===== src/rtl/sdl_frame_monitor.sv =====
// Raster-order checker and per-frame checksum / key-colour bounding box for the SDL pixel stream.
// Results and sync_err appear 1 cycle after the deciding pixel; pure sink, no backpressure (de qualifies input).
module sdl_frame_monitor #(
  parameter int         H_RES = 640,
  parameter int         V_RES = 480,
  parameter logic [7:0] KEY_R = 8'hFF,
  parameter logic [7:0] KEY_G = 8'hCC,
  parameter logic [7:0] KEY_B = 8'h00
) (
  input  logic        clk_pix,
  input  logic        rst_pix_n,
  input  logic [9:0]  sx,
  input  logic [9:0]  sy,
  input  logic        de,
  input  logic [7:0]  r,
  input  logic [7:0]  g,
  input  logic [7:0]  b,
  output logic        frame_valid,
  output logic        obj_found,
  output logic [9:0]  obj_x0,
  output logic [9:0]  obj_x1,
  output logic [9:0]  obj_y0,
  output logic [9:0]  obj_y1,
  output logic [18:0] obj_count,
  output logic [15:0] checksum,
  output logic [15:0] frame_count,
  output logic        sync_err,
  output logic [7:0]  err_count
);

  localparam logic [9:0] X_LAST = 10'(H_RES - 1);
  localparam logic [9:0] Y_LAST = 10'(V_RES - 1);

  typedef enum logic {SEEK = 1'b0, RUN = 1'b1} state_t;

  state_t      state, state_nx;
  logic [9:0]  ex, ey, ex_nx, ey_nx;

  logic        is_key, at_origin, at_exp;
  logic        start, accum, mismatch, complete;

  logic [15:0] acc_csum;
  logic [18:0] acc_cnt;
  logic        acc_found;
  logic [9:0]  acc_x0, acc_x1, acc_y0, acc_y1;

  logic [15:0] base_csum, pix_csum;
  logic [18:0] base_cnt, pix_cnt;
  logic        base_found, pix_found;
  logic [9:0]  base_x0, base_x1, base_y0, base_y1;
  logic [9:0]  pix_x0, pix_x1, pix_y0, pix_y1;

  assign is_key    = (r == KEY_R) && (g == KEY_G) && (b == KEY_B);
  assign at_origin = (sx == 10'd0) && (sy == 10'd0);
  assign at_exp    = (sx == ex) && (sy == ey);

  always_ff @(posedge clk_pix or negedge rst_pix_n) begin
    if (!rst_pix_n) begin
      state <= SEEK;
      ex    <= 10'd0;
      ey    <= 10'd0;
    end else begin
      state <= state_nx;
      ex    <= ex_nx;
      ey    <= ey_nx;
    end
  end

  always_comb begin
    state_nx = state;
    ex_nx    = ex;
    ey_nx    = ey;
    start    = 1'b0;
    accum    = 1'b0;
    mismatch = 1'b0;
    complete = 1'b0;
    if (de) begin
      case (state)
        SEEK: begin
          if (at_origin) begin
            start    = 1'b1;
            state_nx = RUN;
            ex_nx    = 10'd1;
            ey_nx    = 10'd0;
          end
        end
        RUN: begin
          if (at_exp) begin
            accum = 1'b1;
            if (ex == X_LAST) begin
              ex_nx = 10'd0;
              if (ey == Y_LAST) begin
                complete = 1'b1;
                state_nx = SEEK;
                ey_nx    = 10'd0;
              end else begin
                ey_nx = ey + 10'd1;
              end
            end else begin
              ex_nx = ex + 10'd1;
            end
          end else begin
            // An out-of-order origin pixel is still a valid start of a new frame.
            mismatch = 1'b1;
            if (at_origin) begin
              start = 1'b1;
              ex_nx = 10'd1;
              ey_nx = 10'd0;
            end else begin
              state_nx = SEEK;
              ex_nx    = 10'd0;
              ey_nx    = 10'd0;
            end
          end
        end
      endcase
    end
  end

  // Accumulator view including the current pixel; a frame start folds in from zero.
  always_comb begin
    base_csum  = start ? 16'd0 : acc_csum;
    base_cnt   = start ? 19'd0 : acc_cnt;
    base_found = start ? 1'b0  : acc_found;
    base_x0    = start ? 10'd0 : acc_x0;
    base_x1    = start ? 10'd0 : acc_x1;
    base_y0    = start ? 10'd0 : acc_y0;
    base_y1    = start ? 10'd0 : acc_y1;

    pix_csum  = {base_csum[14:0], base_csum[15]} ^ {r, g} ^ {8'h00, b};
    pix_cnt   = base_cnt + 19'(is_key);
    pix_found = base_found | is_key;
    pix_x0    = base_x0;
    pix_x1    = base_x1;
    pix_y0    = base_y0;
    pix_y1    = base_y1;
    if (is_key) begin
      if (!base_found) begin
        pix_x0 = sx;
        pix_x1 = sx;
        pix_y0 = sy;
        pix_y1 = sy;
      end else begin
        if (sx < base_x0) pix_x0 = sx;
        if (sx > base_x1) pix_x1 = sx;
        if (sy < base_y0) pix_y0 = sy;
        if (sy > base_y1) pix_y1 = sy;
      end
    end
  end

  always_ff @(posedge clk_pix or negedge rst_pix_n) begin
    if (!rst_pix_n) begin
      acc_csum    <= 16'd0;
      acc_cnt     <= 19'd0;
      acc_found   <= 1'b0;
      acc_x0      <= 10'd0;
      acc_x1      <= 10'd0;
      acc_y0      <= 10'd0;
      acc_y1      <= 10'd0;
      frame_valid <= 1'b0;
      obj_found   <= 1'b0;
      obj_x0      <= 10'd0;
      obj_x1      <= 10'd0;
      obj_y0      <= 10'd0;
      obj_y1      <= 10'd0;
      obj_count   <= 19'd0;
      checksum    <= 16'd0;
      frame_count <= 16'd0;
      sync_err    <= 1'b0;
      err_count   <= 8'd0;
    end else begin
      frame_valid <= complete;
      sync_err    <= mismatch;
      if (mismatch && (err_count != 8'hFF)) err_count <= err_count + 8'd1;

      if (complete) begin
        obj_found   <= pix_found;
        obj_x0      <= pix_found ? pix_x0  : 10'd0;
        obj_x1      <= pix_found ? pix_x1  : 10'd0;
        obj_y0      <= pix_found ? pix_y0  : 10'd0;
        obj_y1      <= pix_found ? pix_y1  : 10'd0;
        obj_count   <= pix_found ? pix_cnt : 19'd0;
        checksum    <= pix_csum;
        frame_count <= frame_count + 16'd1;
      end

      if (complete || (mismatch && !start)) begin
        acc_csum  <= 16'd0;
        acc_cnt   <= 19'd0;
        acc_found <= 1'b0;
        acc_x0    <= 10'd0;
        acc_x1    <= 10'd0;
        acc_y0    <= 10'd0;
        acc_y1    <= 10'd0;
      end else if (start || accum) begin
        acc_csum  <= pix_csum;
        acc_cnt   <= pix_cnt;
        acc_found <= pix_found;
        acc_x0    <= pix_x0;
        acc_x1    <= pix_x1;
        acc_y0    <= pix_y0;
        acc_y1    <= pix_y1;
      end
    end
  end

endmodule


===== config.mk =====
export PLATFORM = sky130hd
export DESIGN_NAME = sdl_frame_monitor
export DESIGN_NICKNAME = d
export VERILOG_FILES = /design/src/rtl/sdl_frame_monitor.sv
export SDC_FILE = /design/constraint.sdc
export NUM_CORES = 1
export LEC_CHECK = 0
export ABC_AREA = 1
export BUFFER_PORTS_ARGS = -buffer_cell sky130_fd_sc_hd__buf_2
export CORE_MARGIN = 2
export CORE_UTILIZATION = 34
export DETAILED_ROUTE_END_ITERATION = 16
export HOLD_SLACK_MARGIN = 0.05
export SYNTH_ARGS = -nofsm -noshare
export SYNTH_HDL_FRONTEND = slang
export SYNTH_SLANG_ARGS = --single-unit

===== constraint.sdc =====
create_clock -name clk_pix -period 4.2 [get_ports clk_pix]
set_input_delay 0.42 -clock clk_pix [delete_from_list [all_inputs] [get_ports clk_pix]]
set_output_delay 0.42 -clock clk_pix [all_outputs]
set_load 0.02 [all_outputs]

==> impl_metrics.yaml <==
logic_synthesis:
  yosysSeqAreaShare: 0.4599
  syn_area_per_cell_um2: 7.927
  synth-async-reset-ratio: 1.000
  synth-main-ff-cell: "sky130_fd_sc_hd__dfrtp_1"
  synth.net_count: 1457
  postSynthRegisterBits: 199
  ys_types: 44
  synth_warn: 0
  netlist_area_um2: 10830
  netlist_instances: 1366
  number_of_enable_type_register_cells_in_the_synthesized_netlist: 0
detailed_routing:
  wire_length_reported_by_the_detailed_router_um: 31570
  drtAntennaViolNets: 0
  detail_route.first_pass.iterations: 5
  via_per_inst: 4.986
  detailroute.via_count: 9578
  wl_per_cell_um: 16.43
  detailedRoute.firstIterationViolations: 677
  drc: 0
global_routing:
  global_route.usage.total: 0.1955
  number_of_global_route_vias_before_repair: 9389
  antenna_found_initial: 3
  pin_count_of_the_biggest_net_entering_global_routing: 114
  gr-total-overflow: 0
  global_route_wire_length_before_repair_um: 51320
power:
  power_density_nw_per_um2: 335.8
  p_clk_frac: 0.393
  power.static_leakage_uw: 0.006695
  power.switching_fraction: 0.2790
  p_comb_frac: 0.120
  sw_power_uw: 1182
  internal_power_uw: 3054
  p_total_uw: 4236
  sequentialPowerShare: 0.487
  ir_worst_vdd_mv: 0.3073
die:
  floorplan.die.height_um: 182.5
  number_of_rows_in_the_core_area: 65
  die_w_um: 182.5
  design.core.area_um2: 31470
  start_util: 0.3440
  dieArea_um2: 33290
  pin_count: 149
timing:
  grt_setup_unrepaired: "false"
  slew_violations: 0
  max_slew_margin: 0.3742
  share_of_the_clock_period_used_by_the_worst_path: 0.8899
  timing.fmax_mhz: 267.5
  holdWs_ns: 0.1087
  finalHoldViolations: 0
  setup_viol_count_final: 0
  fin_setup_tns_ns: 0
  pin_slew_with_the_least_headroom_to_its_limit_ns: 0.9387
  fin_skew_ns: 0.01137
  period_needed_ns: 3.738
finish:
  flow.area_growth_from_synthesis_pct: 16.49
  layout_commonest_cell: "sky130_fd_sc_hd__nand2_1"
  layout.cells.most_common_list: "sky130_fd_sc_hd__nand2_1 (473), sky130_fd_sc_hd__dfrtp_1 (199), sky130_fd_sc_hd__buf_2 (147)"
  nets: 1594
  final_layout_size_suffix_gt1_frac: 0.1583
cts:
  tritoncts.num_buffers: 17
  clock_transition_at_the_registers_of_the_reported_paths_ns: 0.08
  clock_sink_total: 199
  clock_latency_ns: 0.44
  cts_htree_levels: 4
  cts_post_setup_buffers_inserted: 0
  cts_root_buffer: "sky130_fd_sc_hd__clkbuf_16"
  tritoncts: "done"
  ctsLongestPathBuffers: 2
worst_setup_path:
  critPathBufInv: 3
  worstPathArrival_ns: 4.03
  critical-path-top-delay-family: "simple AND/OR/NAND/NOR gates"
  worstPathRequired_ns: 4.49
  worst_path_max_delay_cell: "sky130_fd_sc_hd__dfrtp_1"
  worstSetupPathType: "reg2reg"
  r2r_slack_ns: 0.46
  crit_path_capture_type: "flip-flop"
  worst_r2r_endpoint: "acc_cnt[10]"
  worst_setup_path_start_kind: "flip-flop"
  worstReg2RegStart: "ey[3]"
  cp_cell_sequence: "inv_2 > nand2_1 > nand2_1 > nand2_1 > nor2_1 > nand2_1 > nor2_4 > nand3_4 > nand2_8 > buf_6 > inv_2 > nor2_1 > ha_1 > ha_1 > nand4_1 > nor2_2 > nand2_1 > xnor2_1 > o21ai_1"
  worst-path-max-fanout: 44
  worst_path_largest_cell_delay_ns: 0.46
  worst_path_most_repeated_cell: "sky130_fd_sc_hd__nand2_1"
  reg2reg_depth: 19
flow_run:
  max_cap_viol_count: 0
place:
  port-buffer-count: 148
  place.detailed.hpwl_um: 23130
  globalplace.congestion: 0.9342
min_path:
  worst_hold_path_type: "in2async"
outcome:
  status: "finished, final reports clean"
routing by layer:
| metal | up-vias | track usage | share of wire |
|---|---|---|---|
| li1 | 4739 | - | - |
| met1 | 4589 | 0.2622 | 0.47 |
| met2 | 209 | 0.3269 | 0.48 |
| met3 | 41 | 0.03273 | 0.039 |
| met4 | 0 | 0.05452 | 0.016 |
| met5 | - | 0 | 0 |
through the flow:
| step | utilization | cells | setup WS (ns) | area [µm²] |
|---|---|---|---|---|
| 2_1_floorplan | - | 1366 | 0.8328 | 10830 |
| 3_3_place_gp | 0.3816 | 1886 | 0.1967 | 12010 |
| 3_5_place_dp | 0.3816 | 1886 | 0.1576 | 12010 |
| 4_1_cts | 0.4000 | 1918 | 0.2297 | 12590 |
| 5_1_grt | 0.4006 | 1919 | 0.09676 | 12610 |
| 6_report | 0.4008 | 1921 | 0.4623 | 12610 |
state kept, by name, indices dropped and copies added (netlist names), 16 cells and up:
name         cells
obj_count       19
acc_cnt         19
acc_csum        16
checksum        16
frame_count     16
worst register-to-register path, delay by kind of cell, from the launching register on:
| kind | cells | cell delay (ns) |
|---|---|---|
| AOI/OAI and AO/OA | 1 | 0.09 |
| adders and majority gates | 2 | 0.46 |
| and+or+nand+nor | 12 | 1.65 |
| buffers and inverters | 3 | 0.66 |
| xor gates and xnor gates | 1 | 0.26 |
| DFF | 1 | 0.46 |
kinds of logic after synthesis:
| family | Yosys count | share of synthesized area |
|---|---|---|
| AOI/OAI and AO/OA | 162 | 0.08019 |
| xor gates and xnor gates | 64 | 0.05177 |
| adders and majority gates | 44 | 0.05084 |
| buffers and inverters | 160 | 0.05986 |
| DFF | 199 | 0.4599 |
| and+or+nand+nor | 737 | 0.2974 |
power groups by stage:
stage,Sequential (µW),Clock [µW],Combinational [µW]
floorplan,2120,0,291
global placement,2100,0,503
detailed placement,2100,0,510
CTS,2060,1710,512
global route,2080,1780,573
finish,2060,1670,507
how the worst max path moves through the flow:
| stage | start | endpoint | slack (ns) | cells after the start |
|---|---|---|---|---|
| after floorplan | sy[0] | acc_x1[0] | 0.83 | 24 |
| after global placement | sx[6] | acc_cnt[10] | 0.20 | 20 |
| after detailed placement | sx[4] | acc_cnt[10] | 0.16 | 17 |
| after CTS | ey[0] | acc_cnt[10] | 0.23 | 16 |
| after global routing | ey[3] | obj_y0[9] | 0.1 | 21 |
| final | ey[3] | acc_cnt[10] | 0.46 | 19 |
Yosys cell counts, drive strengths merged (4+ instances only):
cell type	instances	area share
buf	24	0.013
nand3	130	0.062
o21ai	117	0.054
nor2	73	0.030
xor2	44	0.036
clkbuf	23	0.0080
xnor2	20	0.016
dfrtp	199	0.46
inv	113	0.039
nor3	23	0.016
ha	44	0.051
a31oi	7	0.0046
nand2	477	0.17
a21oi	23	0.011
o22ai	4	0.0023
nand4	26	0.015
area by class of cell:
cell class / instances / area (µm²)
fill: 3205 / 18860
inverter: 113 / 424.2
timing repair buffer: 165 / 893.4
clock inverter: 10 / 106.4
multi-input combinational: 1007 / 5225
sequential: 199 / 4980
clock buffer: 22 / 474.2
tap: 402 / 503.0
antenna: 3 / 7.507
repair_timing:
action	4_1_cts	5_1_grt
gates resized for setup	0	3
endpoints found under the setup margin	0	28
hold buffers	0	0
Note: power is estimated with default switching activity, not from simulation.
